File: config.mk
export PLATFORM = sky130hd
export DESIGN_NAME = exe_stage_module
export DESIGN_NICKNAME = d
export VERILOG_FILES = /design/src/rtl/exe_stage_module.sv
export SDC_FILE = /design/constraint.sdc
export NUM_CORES = 1
export LEC_CHECK = 0
export BUFFER_PORTS_ARGS = -buffer_cell sky130_fd_sc_hd__buf_2
export CORE_MARGIN = 2
export CORE_UTILIZATION = 38
export CTS_CLUSTER_SIZE = 8
export DETAILED_ROUTE_END_ITERATION = 8
export GPL_TIMING_DRIVEN = 0
export SLEW_MARGIN = 20
export SYNTH_ARGS = -nofsm -noshare
export SYNTH_HDL_FRONTEND = slang
export SYNTH_SLANG_ARGS = --single-unit
File: constraint.sdc
create_clock -name clk -period 5.41 [get_ports clk]
set_input_delay 1.082 -clock clk [delete_from_list [all_inputs] [get_ports clk]]
set_output_delay 1.082 -clock clk [all_outputs]
set_load 0.005 [all_outputs]
File: src/rtl/exe_stage_module.sv
`default_nettype none
// ============================================================================
//  Module   : exe_stage_module
//  Purpose  : ARM pipeline execute stage: Val2, ALU, NZCV, branch, EXE/MEM regs
//  Revision : 1.0
// ============================================================================
module exe_stage_module #(
    parameter int ADDRESS_LEN               = 32,
    parameter int REGISTER_FILE_LEN         = 32,
    parameter int EXEC_COMMAND_LEN          = 4,
    parameter int SHIFT_OPERAND_LEN         = 12,
    parameter int SIGNED_IMM_LEN            = 24,
    parameter int REGISTER_FILE_ADDRESS_LEN = 4
) (
    input  logic                                 clk,
    input  logic                                 rst,
    input  logic                                 wb_en_in,
    input  logic                                 mem_r_en_in,
    input  logic                                 mem_w_en_in,
    input  logic                                 b,
    input  logic                                 s,
    input  logic [EXEC_COMMAND_LEN-1:0]          exec_cmd,
    input  logic [ADDRESS_LEN-1:0]               pc_in,
    input  logic [REGISTER_FILE_LEN-1:0]         val_r_n,
    input  logic [REGISTER_FILE_LEN-1:0]         val_r_m,
    input  logic                                 imm,
    input  logic [SHIFT_OPERAND_LEN-1:0]         shift_operand,
    input  logic [SIGNED_IMM_LEN-1:0]            signed_imm_24,
    input  logic [REGISTER_FILE_ADDRESS_LEN-1:0] dest_in,
    output logic [REGISTER_FILE_ADDRESS_LEN-1:0] sr,
    output logic                                 branch_taken,
    output logic [ADDRESS_LEN-1:0]               branch_addr,
    output logic                                 wb_en_out,
    output logic                                 mem_r_en_out,
    output logic                                 mem_w_en_out,
    output logic [REGISTER_FILE_LEN-1:0]         alu_result,
    output logic [REGISTER_FILE_LEN-1:0]         st_val,
    output logic [REGISTER_FILE_ADDRESS_LEN-1:0] dest_out
);

    localparam int W = REGISTER_FILE_LEN;

    localparam logic [EXEC_COMMAND_LEN-1:0] c_CMD_MOV = 4'b0001;
    localparam logic [EXEC_COMMAND_LEN-1:0] c_CMD_MVN = 4'b1001;
    localparam logic [EXEC_COMMAND_LEN-1:0] c_CMD_ADD = 4'b0010;
    localparam logic [EXEC_COMMAND_LEN-1:0] c_CMD_ADC = 4'b0011;
    localparam logic [EXEC_COMMAND_LEN-1:0] c_CMD_SUB = 4'b0100;
    localparam logic [EXEC_COMMAND_LEN-1:0] c_CMD_SBC = 4'b0101;
    localparam logic [EXEC_COMMAND_LEN-1:0] c_CMD_AND = 4'b0110;
    localparam logic [EXEC_COMMAND_LEN-1:0] c_CMD_ORR = 4'b0111;
    localparam logic [EXEC_COMMAND_LEN-1:0] c_CMD_EOR = 4'b1000;

    logic [REGISTER_FILE_ADDRESS_LEN-1:0] r_sr_q;
    logic [REGISTER_FILE_ADDRESS_LEN-1:0] w_sr_d;
    logic                                 w_cin;

    logic [W-1:0]   w_imm_base;
    logic [4:0]     w_imm_rot;
    logic [4:0]     w_sh_amt;
    logic [2*W-1:0] w_imm_dbl;
    logic [2*W-1:0] w_rm_dbl;
    logic [W-1:0]   w_shifted;
    logic [W-1:0]   w_val2;

    logic [W:0]     w_sum;
    logic [W-1:0]   w_res;
    logic           w_c;
    logic           w_v;
    logic           w_flags_valid;

    assign w_cin = r_sr_q[1];

    // Rotations use a doubled operand so a zero amount needs no special case.
    assign w_imm_base = {{(W-8){1'b0}}, shift_operand[7:0]};
    assign w_imm_rot  = {shift_operand[11:8], 1'b0};
    assign w_sh_amt   = shift_operand[11:7];
    assign w_imm_dbl  = {w_imm_base, w_imm_base} >> w_imm_rot;
    assign w_rm_dbl   = {val_r_m, val_r_m} >> w_sh_amt;

    always_comb begin
        w_shifted = val_r_m;
        case (shift_operand[6:5])
            2'b00:   w_shifted = val_r_m << w_sh_amt;
            2'b01:   w_shifted = val_r_m >> w_sh_amt;
            2'b10:   w_shifted = W'($signed(val_r_m) >>> w_sh_amt);
            default: w_shifted = w_rm_dbl[W-1:0];
        endcase
    end

    always_comb begin
        w_val2 = w_shifted;
        if (imm) begin
            w_val2 = w_imm_dbl[W-1:0];
        end else if (mem_r_en_in || mem_w_en_in) begin
            w_val2 = {{(W-SHIFT_OPERAND_LEN){1'b0}}, shift_operand};
        end
    end

    // Subtraction is Rn + ~Val2 + carry-in, so the carry out is directly NOT borrow.
    always_comb begin
        w_sum         = '0;
        w_res         = '0;
        w_c           = r_sr_q[1];
        w_v           = r_sr_q[0];
        w_flags_valid = 1'b1;
        case (exec_cmd)
            c_CMD_MOV: w_res = w_val2;
            c_CMD_MVN: w_res = ~w_val2;
            c_CMD_ADD, c_CMD_ADC: begin
                w_sum = {1'b0, val_r_n} + {1'b0, w_val2}
                      + {{W{1'b0}}, (exec_cmd == c_CMD_ADC) ? w_cin : 1'b0};
                w_res = w_sum[W-1:0];
                w_c   = w_sum[W];
                w_v   = (val_r_n[W-1] == w_val2[W-1]) && (w_res[W-1] != val_r_n[W-1]);
            end
            c_CMD_SUB, c_CMD_SBC: begin
                w_sum = {1'b0, val_r_n} + {1'b0, ~w_val2}
                      + {{W{1'b0}}, (exec_cmd == c_CMD_SBC) ? w_cin : 1'b1};
                w_res = w_sum[W-1:0];
                w_c   = w_sum[W];
                w_v   = (val_r_n[W-1] != w_val2[W-1]) && (w_res[W-1] != val_r_n[W-1]);
            end
            c_CMD_AND: w_res = val_r_n & w_val2;
            c_CMD_ORR: w_res = val_r_n | w_val2;
            c_CMD_EOR: w_res = val_r_n ^ w_val2;
            default:   w_flags_valid = 1'b0;
        endcase
    end

    always_comb begin
        w_sr_d = r_sr_q;
        if (s && !b && w_flags_valid) begin
            w_sr_d = {w_res[W-1], (w_res == '0), w_c, w_v};
        end
    end

    always_ff @(posedge clk or negedge rst) begin
        if (!rst) begin
            r_sr_q       <= '0;
            wb_en_out    <= 1'b0;
            mem_r_en_out <= 1'b0;
            mem_w_en_out <= 1'b0;
            alu_result   <= '0;
            st_val       <= '0;
            dest_out     <= '0;
        end else begin
            r_sr_q       <= w_sr_d;
            wb_en_out    <= wb_en_in && !b;
            mem_r_en_out <= mem_r_en_in;
            mem_w_en_out <= mem_w_en_in;
            alu_result   <= w_res;
            st_val       <= val_r_m;
            dest_out     <= dest_in;
        end
    end

    assign sr           = r_sr_q;
    assign branch_taken = b;
    assign branch_addr  = pc_in + {{(ADDRESS_LEN-SIGNED_IMM_LEN-2){signed_imm_24[SIGNED_IMM_LEN-1]}},
                                   signed_imm_24, 2'b00};

endmodule
`default_nettype wire

==> results.toml <==
[outcome]
status = "finished, violations left"
violations = "negative setup slack"

[critical_path]
cp_max_fo = 7
cp-start-kind = "primary input"
crit_slowest_cell = "mux4_2"
max_stage_delay_ns = 0.55
path_cells = "buf_12 -> buf_12 -> mux2_4 -> mux4_2 -> mux2i_4 -> nor3_2 -> a311oi_2 -> o31ai_4 -> fa_2 -> buf_4 -> o21bai_2 -> o211ai_1 -> buf_4 -> a2111oi_4 -> mux2i_1 -> o221ai_2 -> a311oi_2 -> o211ai_1 -> or4_4 -> or4_4 -> nor4_4 -> nand4b_1 -> o31ai_2"
endpoint_kind = "flop"
cpLargestDelayFamily = "compound AO/OA/AOI/OAI gates"
r2r_setup_slack_ns = 0.55
crit_type = "primary input to flop"
cp.buffers_inverters = 4
required_ns = 5.71
critPathArrivalTime_ns = 6.98

[clock_network]
postCtsHoldBufs = 0
clk_latency_ns = 0.40
cts.path.max_buffers = 2
cts.clk_slew.worst_paths_ns = 0.06
cts_tree = "built"
cts-root-buf = "clkbuf_16"
htree_levels = 3
cts_num_sinks = 75
cts_buffers = 9

[power_and_ir_drop]
power_frac_comb_pct = 65.4
switching_share_pct = 48.43
cellLeakagePower_nw = 8.639
p_clk_share_pct = 17.6
powerDensity_nw_per_um2 = 184.3
p_switching_mw = 1.834
seqPwrFrac_pct = 16.9
ir_drop_mv = 0.1790
intPower_mw = 1.953

[cells_and_area]
area_growth_pct = 35.81
final_cell_mix = "buf_2, nand2_1, nor2_1, a21oi_1, buf_4"
utilization_pct = 51.97
final_common_cell = "buf_2"
multi_input_area_um2 = 13960
drive_above_1_share_pct = 37.28
nets = 2614
seqCellArea_um2 = 1877
insertedDiodeCount = 0
nFillCells = 3805

[synth]
synth-compound-area-share_pct = 32.10
synth_edf_count = 0
synth_cell_types = 97
synth-main-ff-cell = "dfrtp_1"
synthMuxAreaShare_pct = 16.15
synth_seq_cells = 75
yosys_warnings = 0
syn_area_um2 = 15130
synth_seq_area_share_pct = 12.40
synthesis.nets = 2248
synth_fa_ha_area_share_pct = 10.91
async_reset_ff_share_pct = 100.0
synth_top_family_by_area = "compound AO/OA/AOI/OAI gates"
avgSynthCellArea_um2 = 7.679
synth-simple-area-share_pct = 17.93
synth-xor-area-share_pct = 2.951
syn_inst = 1971

[floorplan]
core-area_um2 = 39550
die-area_um2 = 41440
die_w_um = 203.6
start_util_pct = 38.27
ioPinCount = 256
fp-row-count = 73
die_height_um = 203.6

[sta]
clock_skew_ns = 0.01156
setup_slack_ns = -1.273
tightest_slew_ns = 1.130
hold_violations = 0
finalMaxSlewViolations = 0
relSlewSlack_pct = 24.67
finalSetupTns_ns = -6.429
max_freq_mhz = 149.6
setup_viol = 17
finalCriticalPeriod_ns = 6.683
timing.final.crit_share_pct = 123.5
rsz0062_at_grt = "yes"

[global_route]
overflow = 0
grt_use_met1_pct = 54.11
grt_max_degree = 42
antenna_found_initial = 3
busiest_layer = "met2"
grt_util_met3_pct = 11.46
grt_usage_pct = 42.69
grt_pass1_vias = 18870
use_met2_pct = 66.41
grt_pass1_wl_um = 128600

[flow_run]
cap_violations = 0

[placed_design]
place.gp.congestion = 1.072
place_hpwl_um = 69670
io_buffers = 250
place_ws_ns = -3.583

[route]
wire_per_inst_um = 31.79
vias_per_cell = 6.937
vias = 19890
drtIter0Drc = 2573
wl_um = 91160
dr.pass1.iters = 7
drtAntennaViolNets = 0
drc = 0

[worst_hold_path]
min_path_type = "flop to flop"
[synthesized netlist by cell type (15+ instances only)]
| cell | number | area share (%) |
|---|---|---|
| nand3_1 | 37 | 1.2 |
| ha_1 | 124 | 10 |
| nand2_1 | 155 | 3.8 |
| nor2_1 | 165 | 4.1 |
| mux2i_1 | 71 | 4.7 |
| clkbuf_1 | 96 | 2.4 |
| a21o_1 | 33 | 1.6 |
| inv_1 | 117 | 2.9 |
| nor2b_1 | 18 | 0.74 |
| a21oi_1 | 153 | 5.1 |
| mux4_2 | 54 | 8.0 |
| nand4_1 | 16 | 0.66 |
| buf_2 | 25 | 0.83 |
| o21a_1 | 17 | 0.84 |
| or3_1 | 15 | 0.62 |
| o211ai_1 | 40 | 2.0 |
| nand2b_1 | 22 | 0.91 |
| o21ai_0 | 128 | 4.2 |
| o21bai_1 | 15 | 0.74 |
| nor3_1 | 47 | 1.6 |
| dfrtp_1 | 75 | 12 |
| o31ai_1 | 17 | 0.84 |
| a221oi_1 | 17 | 0.98 |
| mux2_2 | 36 | 2.7 |
| o22ai_1 | 30 | 1.2 |
| buf_1 | 17 | 0.42 |
| a31oi_1 | 41 | 1.7 |
| xnor2_1 | 38 | 2.2 |
| a211oi_1 | 40 | 2.0 |
[repair_timing]
action	in CTS	in global routing
setup endpoints to repair	35	30
resized for setup	406	135
hold endpoints to repair	0	0
buffers inserted	81	40
pin swaps	63	51
[metal layers]
metal	share of wire [%]	vias up
li1	-	8217
met1	38	9681
met2	43	1601
met3	12	384
met4	6.5	4
met5	0.031	-
[kinds of logic after synthesis]
logic type | Yosys count
AO/OA/AOI/OAI | 710
AND/OR/NAND/NOR | 564
buffers and inverters | 272
multiplexers | 170
adder cells (fa/ha/maj) | 129
flip-flops | 75
XOR/XNOR | 51
[stage by stage]
step / cell area, um^2 / total power, mW / std cells / hold WS (ns)
6_report: 20550 / 3.788 / 2867 / 0.4876
5_1_grt: 20550 / 3.925 / 2867 / 0.5089
4_1_cts: 19770 / 3.567 / 2830 / 0.4880
3_5_place_dp: 17210 / 2.575 / 2748 / 0.4758
3_3_place_gp: 17170 / 2.574 / 2746 / 0.4653
2_1_floorplan: 15260 / 1.802 / 1971 / 0.4709
[final cells by class]
cell class | instances | share of cell area, %
inverters | 120 | 2.271
clock inverters | 6 | 0.3165
flip-flops and latches | 75 | 9.131
clock buffers | 10 | 1.163
repair buffers | 372 | 11.04
well taps | 525 | 3.196
plain buffers | 135 | 4.985
multi-input cells | 1624 | 67.90
[final timing paths]
path	startpoint	to	depth (start not counted)
worst max-delay path	shift_operand[7]	sr[2]$_DFFE_PN0P_	23
worst max register to register	sr[1]$_DFFE_PN0P_	sr[2]$_DFFE_PN0P_	15
max in group asynchronous	rst	st_val[0]$_DFF_PN0_	2
min in group asynchronous	rst	sr[0]$_DFFE_PN0P_	1
worst min-delay path	sr[2]$_DFFE_PN0P_	sr[2]$_DFFE_PN0P_	2
worst min register to register	sr[2]$_DFFE_PN0P_	sr[2]$_DFFE_PN0P_	2
[tightest hold or removal path, delay by kind of cell (launching register included)]
family | cells | cell delay [ns]
flip-flops | 1 | 0.34
AND/OR/NAND/NOR | 1 | 0.06
AO/OA/AOI/OAI | 1 | 0.05
[power by group through the flow]
stage / Clock [mW] / Sequential [mW] / Combinational, mW
floorplan: 0 / 0.659 / 1.14
global placement: 0 / 0.650 / 1.92
detailed placement: 0 / 0.651 / 1.92
CTS: 0.673 / 0.643 / 2.25
global route: 0.698 / 0.648 / 2.58
finish: 0.667 / 0.642 / 2.48
[state kept, by name (all words and copies together) (netlist names)]
signal,cells
wb_en_out,1
mem_r_en_out,1
alu_result,32
sr,4
st_val,32
dest_out,4
mem_w_en_out,1
(Power assumes the default switching activity.)
